$ cat config.mk
export PLATFORM = sky130hd
export DESIGN_NAME = maindec_mc
export DESIGN_NICKNAME = d
export VERILOG_FILES = /design/src/rtl/maindec_mc.sv
export SDC_FILE = /design/constraint.sdc
export NUM_CORES = 1
export LEC_CHECK = 0
export CAP_MARGIN = 30
export CELL_PAD_IN_SITES_DETAIL_PLACEMENT = 1
export CELL_PAD_IN_SITES_GLOBAL_PLACEMENT = 1
export CORE_MARGIN = 1
export CORE_UTILIZATION = 31
export CTS_BUF_LIST = sky130_fd_sc_hd__clkbuf_4 sky130_fd_sc_hd__clkbuf_8
export DETAILED_ROUTE_END_ITERATION = 16
export MAX_ROUTING_LAYER = met4
export PLACE_DENSITY_LB_ADDON = 0.1
export SLEW_MARGIN = 10
export SYNTH_ARGS = -nofsm -noshare
export SYNTH_HDL_FRONTEND = slang
export SYNTH_SLANG_ARGS = --single-unit
$ cat constraint.sdc
create_clock -name clk -period 1.78 [get_ports clk]
set_clock_uncertainty 0.15 [all_clocks]
set_input_delay 0.356 -clock clk [delete_from_list [all_inputs] [get_ports clk]]
set_output_delay 0.356 -clock clk [all_outputs]
set_load 0.01 [all_outputs]
$ cat src/rtl/maindec_mc.sv
// Multicycle LEGv8 main controller.
// Latches the opcode in FETCH, classifies it, and sequences
// FETCH -> DECODE -> EXEC -> MEM -> WB. Data-memory accesses wait on
// mem_ready, with a timeout counter that reports a memory fault.
module maindec_mc #(
  parameter int OPW         = 11,
  parameter bit EN_CBNZ     = 1'b1,
  parameter int TO_W        = 4,
  parameter int MEM_TIMEOUT = 15
) (
  input  logic           clk,
  input  logic           reset,
  input  logic           instr_valid,
  input  logic [OPW-1:0] Op,
  input  logic           mem_ready,
  output logic           Reg2Loc,
  output logic           ALUSrc,
  output logic           MemtoReg,
  output logic           RegWrite,
  output logic           MemRead,
  output logic           MemWrite,
  output logic           Branch,
  output logic [1:0]     ALUOp,
  output logic           BranchNZ,
  output logic           UncondBranch,
  output logic           IRWrite,
  output logic           PCWrite,
  output logic           busy,
  output logic           illegal,
  output logic           mem_fault,
  output logic [2:0]     state
);

  typedef enum logic [2:0] {
    S_FETCH  = 3'd0,
    S_DECODE = 3'd1,
    S_EXEC   = 3'd2,
    S_MEM    = 3'd3,
    S_WB     = 3'd4
  } state_t;

  typedef enum logic [2:0] {
    C_ILL  = 3'd0,
    C_LDUR = 3'd1,
    C_STUR = 3'd2,
    C_CBZ  = 3'd3,
    C_CBNZ = 3'd4,
    C_RT   = 3'd5,
    C_ADDI = 3'd6,
    C_B    = 3'd7
  } cls_t;

  state_t           r_state;
  state_t           w_next;
  logic [OPW-1:0]   r_op;
  logic [TO_W-1:0]  r_cnt;
  logic [10:0]      w_op11;
  cls_t             w_cls;
  logic             w_cnt_clr;
  logic             w_cnt_inc;

  logic       w_reg2loc, w_alusrc, w_memtoreg, w_regwrite;
  logic       w_memread, w_memwrite, w_branch, w_bnz, w_ub;
  logic       w_irwrite, w_pcwrite, w_illegal, w_fault;
  logic [1:0] w_aluop;

  assign w_op11 = r_op[10:0];

  // Classify the latched opcode; CBNZ is trapped when not enabled.
  always_comb begin
    w_cls = C_ILL;
    casez (w_op11)
      11'b11111000010: w_cls = C_LDUR;
      11'b11111000000: w_cls = C_STUR;
      11'b10110100???: w_cls = C_CBZ;
      11'b10110101???: begin
        if (EN_CBNZ) begin
          w_cls = C_CBNZ;
        end else begin
          w_cls = C_ILL;
        end
      end
      11'b10001011000: w_cls = C_RT;
      11'b11001011000: w_cls = C_RT;
      11'b10001010000: w_cls = C_RT;
      11'b10101010000: w_cls = C_RT;
      11'b1001000100?: w_cls = C_ADDI;
      11'b000101?????: w_cls = C_B;
      default:         w_cls = C_ILL;
    endcase
  end

  // Next-state and per-state datapath controls.
  always_comb begin
    w_next     = r_state;
    w_reg2loc  = 1'b0;
    w_alusrc   = 1'b0;
    w_memtoreg = 1'b0;
    w_regwrite = 1'b0;
    w_memread  = 1'b0;
    w_memwrite = 1'b0;
    w_branch   = 1'b0;
    w_aluop    = 2'b00;
    w_bnz      = 1'b0;
    w_ub       = 1'b0;
    w_irwrite  = 1'b0;
    w_pcwrite  = 1'b0;
    w_illegal  = 1'b0;
    w_fault    = 1'b0;
    w_cnt_clr  = 1'b0;
    w_cnt_inc  = 1'b0;

    // Class controls are held from EXEC until the instruction retires.
    if (r_state == S_EXEC || r_state == S_MEM || r_state == S_WB) begin
      case (w_cls)
        C_LDUR: w_alusrc = 1'b1;
        C_STUR: begin
          w_alusrc  = 1'b1;
          w_reg2loc = 1'b1;
        end
        C_CBZ, C_CBNZ: begin
          w_reg2loc = 1'b1;
          w_aluop   = 2'b01;
        end
        C_RT: w_aluop = 2'b10;
        C_ADDI: begin
          w_reg2loc = 1'b1;
          w_alusrc  = 1'b1;
          w_aluop   = 2'b10;
        end
        default: w_aluop = 2'b00;
      endcase
    end else begin
      w_aluop = 2'b00;
    end

    case (r_state)
      S_FETCH: begin
        w_irwrite = instr_valid;
        if (instr_valid) begin
          w_next = S_DECODE;
        end else begin
          w_next = S_FETCH;
        end
      end
      S_DECODE: begin
        if (w_cls == C_ILL) begin
          w_illegal = 1'b1;
          w_pcwrite = 1'b1;
          w_next    = S_FETCH;
        end else begin
          w_next = S_EXEC;
        end
      end
      S_EXEC: begin
        w_cnt_clr = 1'b1;
        case (w_cls)
          C_RT, C_ADDI:   w_next = S_WB;
          C_LDUR, C_STUR: w_next = S_MEM;
          C_CBZ: begin
            w_branch  = 1'b1;
            w_pcwrite = 1'b1;
            w_next    = S_FETCH;
          end
          C_CBNZ: begin
            w_branch  = 1'b1;
            w_bnz     = 1'b1;
            w_pcwrite = 1'b1;
            w_next    = S_FETCH;
          end
          C_B: begin
            w_ub      = 1'b1;
            w_pcwrite = 1'b1;
            w_next    = S_FETCH;
          end
          default: w_next = S_FETCH;
        endcase
      end
      S_MEM: begin
        w_memread  = (w_cls == C_LDUR);
        w_memwrite = (w_cls == C_STUR);
        // A ready response wins over a timeout in the same cycle.
        if (mem_ready) begin
          if (w_cls == C_LDUR) begin
            w_next = S_WB;
          end else begin
            w_pcwrite = 1'b1;
            w_next    = S_FETCH;
          end
        end else if (r_cnt == TO_W'(MEM_TIMEOUT)) begin
          w_fault = 1'b1;
          w_next  = S_FETCH;
        end else begin
          w_cnt_inc = 1'b1;
        end
      end
      S_WB: begin
        w_regwrite = 1'b1;
        w_pcwrite  = 1'b1;
        w_memtoreg = (w_cls == C_LDUR);
        w_next     = S_FETCH;
      end
      default: w_next = S_FETCH;
    endcase
  end

  // State register.
  always_ff @(posedge clk or posedge reset) begin
    if (reset) begin
      r_state <= S_FETCH;
    end else begin
      r_state <= w_next;
    end
  end

  // Opcode latch: Op is only sampled when a fetch is accepted.
  always_ff @(posedge clk or posedge reset) begin
    if (reset) begin
      r_op <= '0;
    end else if (r_state == S_FETCH && instr_valid) begin
      r_op <= Op;
    end else begin
      r_op <= r_op;
    end
  end

  // Memory timeout counter: cleared entering MEM, counts idle MEM cycles.
  always_ff @(posedge clk or posedge reset) begin
    if (reset) begin
      r_cnt <= '0;
    end else if (w_cnt_clr) begin
      r_cnt <= '0;
    end else if (w_cnt_inc) begin
      r_cnt <= r_cnt + TO_W'(1);
    end else begin
      r_cnt <= r_cnt;
    end
  end

  // Every strobe is forced low while reset is asserted.
  assign Reg2Loc      = w_reg2loc  & ~reset;
  assign ALUSrc       = w_alusrc   & ~reset;
  assign MemtoReg     = w_memtoreg & ~reset;
  assign RegWrite     = w_regwrite & ~reset;
  assign MemRead      = w_memread  & ~reset;
  assign MemWrite     = w_memwrite & ~reset;
  assign Branch       = w_branch   & ~reset;
  assign ALUOp        = reset ? 2'b00 : w_aluop;
  assign BranchNZ     = w_bnz      & ~reset;
  assign UncondBranch = w_ub       & ~reset;
  assign IRWrite      = w_irwrite  & ~reset;
  assign PCWrite      = w_pcwrite  & ~reset;
  assign illegal      = w_illegal  & ~reset;
  assign mem_fault    = w_fault    & ~reset;
  assign busy         = (r_state != S_FETCH);
  assign state        = r_state;

endmodule

==> reports/summary.md <==
After synthesis, the netlist uses 38 different library cells. The tools report the top-level I/O count as 34. The tree is rooted in a sky130_fd_sc_hd__clkbuf_4.

0 antenna diodes ended up in the layout. The flow ran to the end, but the final reports show violations. After global routing the overflow that remains totals 0.

Routability-driven placement finished with a final weighted congestion of 0.785. The run gives 3 as the number of buffers added by the clock tree synthesis step. The sequential fraction of design power was 0.381; the required time of the critical path was 1270 ps. The worst-path maximum fanout is 4. The switching portion of total power works out to 0.378. The number of warning messages in the yosys log came out at 0. Critical path class: reg -> out. The wire-length estimate of the detail-placed layout is 3.04 mm. The worst setup path is launched from a flip-flop. The tools report the portion of the post-synthesis area used by sequential elements as 0.401. The total routing resource utilization after global routing is 0.312, and the clock input transition at the sequential cells of the worst setup and hold paths is 130 ps.

The net count of the finished layout is 256. The number of nets in the synthesized netlist is 155. Mean cell area of the mapped netlist: 8.07 um2. The synthesized netlist occupies a cell area of 1120 um2.

Peak ir drop on the vdd network: 0.589 mV. The initial DRC count is 65, and the worst slew margin relative to its limit is 0.711. The number of global-route vias before repair is 1611, and the transition time at the pin with the least slew margin is 432 ps. The leakage power is 1.12 nW, and the chip width is 62.2 um. The floorplan has 21 rows. For the hold violation total from the final report, the log shows 0.

The number of register bits inferred by synthesis was 18. For the buffer depth of the longest clock path, the log shows 2. The count of max-cap constraint violations is 0, and the post-detailed-route via-to-cell ratio is 5.52. Setup violations remaining at the end of the flow were counted as 33.

The tools report the first-pass detailed-route iteration total as 4. The total negative setup slack is -10530 ps. Setup repair after global routing could not meet its margin everywhere. The run gives 0.407 as the part of the total power dissipated in combinational logic.

The kind of end point of the critical path is a primary output. In the layout the commonest cells are sky130_fd_sc_hd__buf_4 (52), sky130_fd_sc_hd__nand2_1 (36), sky130_fd_sc_hd__buf_6 (20), sky130_fd_sc_hd__dfrtp_1 (14), sky130_fd_sc_hd__clkdlybuf4s50_1 (13). The number of buffers inserted for hold repair after clock tree synthesis is 0, and the routed wire length is 6.82 mm. Dividing the detail-routed wire length by the instance count gives 23.9 um. The library cell used most frequently in the layout, excluding fill and tap cells, is sky130_fd_sc_hd__buf_4.

The routed layout has 1572 vias. In this run the remaining antenna-violating nets after routing total 0. In this run the cell area measured after placement is 1840 um2.

Entering global routing, the biggest net connects 19 pins. The ratio of final minimum period to clock period is 1.50, and the number of antenna violations at the first check in global routing is 0. Data arrives at the worst endpoint at 2170 ps. After layout, the minimum clock period comes to 2680 ps. The DRC violation count after routing was 0; the global-route wire length before repair was 8.91 mm. The total power divided by cell area works out to 608 nW/um2. The checks that failed: negative setup slack. Deepest level of the CTS H-tree: 1. The tools report the slack of the critical path as -896 ps. The tools report the die outline area as 3870 um2. In this run the power spent charging and discharging nets is 531 uW. The total area inside the core boundary comes to 3390 um2. The class of the most critical hold timing path was in -> async.

After routing the design area is 2310 um2. After technology mapping, the gate count stands at 139. TritonCTS built the clock tree. The floorplan step set the die height to 62.2 um. For this run, the top clock speed supported by timing is 374 MHz. The tools report the starting density of the core as 0.331. Cell internal power was estimated by the tool at 874 uW.

The clock latency on the worst-skew pair was 330 ps; the number of port buffers was 33. The fraction of layout instances using a drive strength above 1 came out at 0.586. For the number of sinks driven by the clock tree, the log shows 18.

The run gives 0 as the count of pins over their slew limit. Area added between synthesis and finish: 106%. The clock network fraction of design power was 0.213.
[final cells by class]
cell class,instances,area (um2)
multi-input cells,112,895
fillers,363,1080
inverters,4,18.8
flip-flops and latches,18,455
well taps,46,57.6
repair buffers,101,848
clock buffers,4,36.3
[metal layers]
layer  up-vias  wire [um]  global-route usage
li1        674          -                   -
met4         0        435               0.134
met3        33        376              0.0478
met1       785       2450               0.325
met2        80       3560               0.580
met5         -          0                   -
[critical path: stages (launching register included)]
cell	delay (ps)
sky130_fd_sc_hd__dfrtp_2	470
sky130_fd_sc_hd__buf_4	150
sky130_fd_sc_hd__nor4b_4	300
sky130_fd_sc_hd__buf_4	200
sky130_fd_sc_hd__buf_4	110
sky130_fd_sc_hd__a22oi_2	70
sky130_fd_sc_hd__a2111oi_4	320
sky130_fd_sc_hd__buf_2	210
[kinds of logic after synthesis]
kind of cell / share of synthesized area
simple gates: 0.414
compound gates: 0.109
flops: 0.401
buf+inv: 0.0323
xor+xnor: 0.0234
mux: 0.00892
fa+ha+maj: 0.0111
[cell usage after synthesis]
master	instances	area (um2)
sky130_fd_sc_hd__nor4b_4	1	23.8
sky130_fd_sc_hd__nand4bb_1	2	22.5
sky130_fd_sc_hd__a31oi_1	1	6.26
sky130_fd_sc_hd__a211oi_1	1	7.51
sky130_fd_sc_hd__nand3b_1	1	7.51
sky130_fd_sc_hd__nor4b_1	1	8.76
sky130_fd_sc_hd__and2b_1	1	7.51
sky130_fd_sc_hd__ha_1	1	12.5
sky130_fd_sc_hd__and4b_1	1	10.0
sky130_fd_sc_hd__a21oi_1	3	15.0
sky130_fd_sc_hd__nand2_1	41	154
sky130_fd_sc_hd__a22oi_2	1	12.5
sky130_fd_sc_hd__clkbuf_1	3	11.3
sky130_fd_sc_hd__xor2_1	2	17.5
sky130_fd_sc_hd__buf_2	2	10.0
sky130_fd_sc_hd__nand4_1	2	12.5
sky130_fd_sc_hd__a21o_1	1	7.51
sky130_fd_sc_hd__nand2b_1	4	25.0
sky130_fd_sc_hd__and2_1	3	18.8
sky130_fd_sc_hd__a41oi_1	1	8.76
sky130_fd_sc_hd__nor2_1	16	60.1
sky130_fd_sc_hd__o21ai_0	4	20.0
sky130_fd_sc_hd__o21ai_1	3	15.0
sky130_fd_sc_hd__a22oi_1	1	7.51
sky130_fd_sc_hd__nand3_1	3	15.0
sky130_fd_sc_hd__nor3b_1	1	7.51
sky130_fd_sc_hd__nor3_1	6	30.0
sky130_fd_sc_hd__and4_1	1	8.76
sky130_fd_sc_hd__nor4b_2	1	15.0
sky130_fd_sc_hd__a2111oi_2	1	15.0
sky130_fd_sc_hd__mux2i_1	1	10.0
sky130_fd_sc_hd__nor2b_1	1	6.26
sky130_fd_sc_hd__and3_1	2	12.5
sky130_fd_sc_hd__o21a_1	1	7.51
sky130_fd_sc_hd__inv_1	4	15.0
sky130_fd_sc_hd__dfrtp_1	18	450
sky130_fd_sc_hd__xnor2_1	1	8.76
sky130_fd_sc_hd__nor3b_4	1	18.8
[metrics by stage]
stage / setup slack (ps) / instances / power (mW) / util / hold WS [ps]
2_1_floorplan: -163 / 139 / 0.674 / - / 311
3_5_place_dp: -809 / 252 / 0.888 / 0.544 / 398
4_1_cts: -737 / 274 / 1.26 / 0.625 / 246
3_3_place_gp: -727 / 252 / 0.868 / 0.544 / 373
6_report: -896 / 285 / 1.41 / 0.682 / 291
5_1_grt: -936 / 285 / 1.45 / 0.682 / 309
[worst paths after layout]
kind                            startpoint            to  slack, ps  cells past startpoint
max in group asynchronous            reset       r_op[8]        960                      3
worst max-delay path               r_op[5]  UncondBranch       -900                      7
worst min-delay path                 reset      state[1]        290                      3
worst min register to register    r_cnt[3]      r_cnt[3]        420                      2
worst max register to register    state[1]      r_cnt[0]       -140                      8
min in group clk                     Op[8]       r_op[8]        390                      3
[registers in the layout, indices dropped and copies added, names as in the netlist]
| signal | flops |
|---|---|
| r_cnt | 4 |
| r_op | 11 |
| state | 3 |
[power by group through the flow]
stage / Sequential [mW] / Clock, mW / Combinational [mW]
final: 0.535 / 0.299 / 0.572
after global routing: 0.537 / 0.318 / 0.596
after CTS: 0.524 / 0.275 / 0.457
after detailed placement: 0.523 / 0 / 0.365
after global placement: 0.521 / 0 / 0.347
after floorplan: 0.517 / 0 / 0.158
[what timing repair did]
item | in CTS | in global routing
pin swaps | 22 | 20
gates resized for setup | 113 | 36
endpoints found under the setup margin | 19 | 23
buffers inserted | 20 | 16
Note: power is estimated with default switching activity, not from simulation.
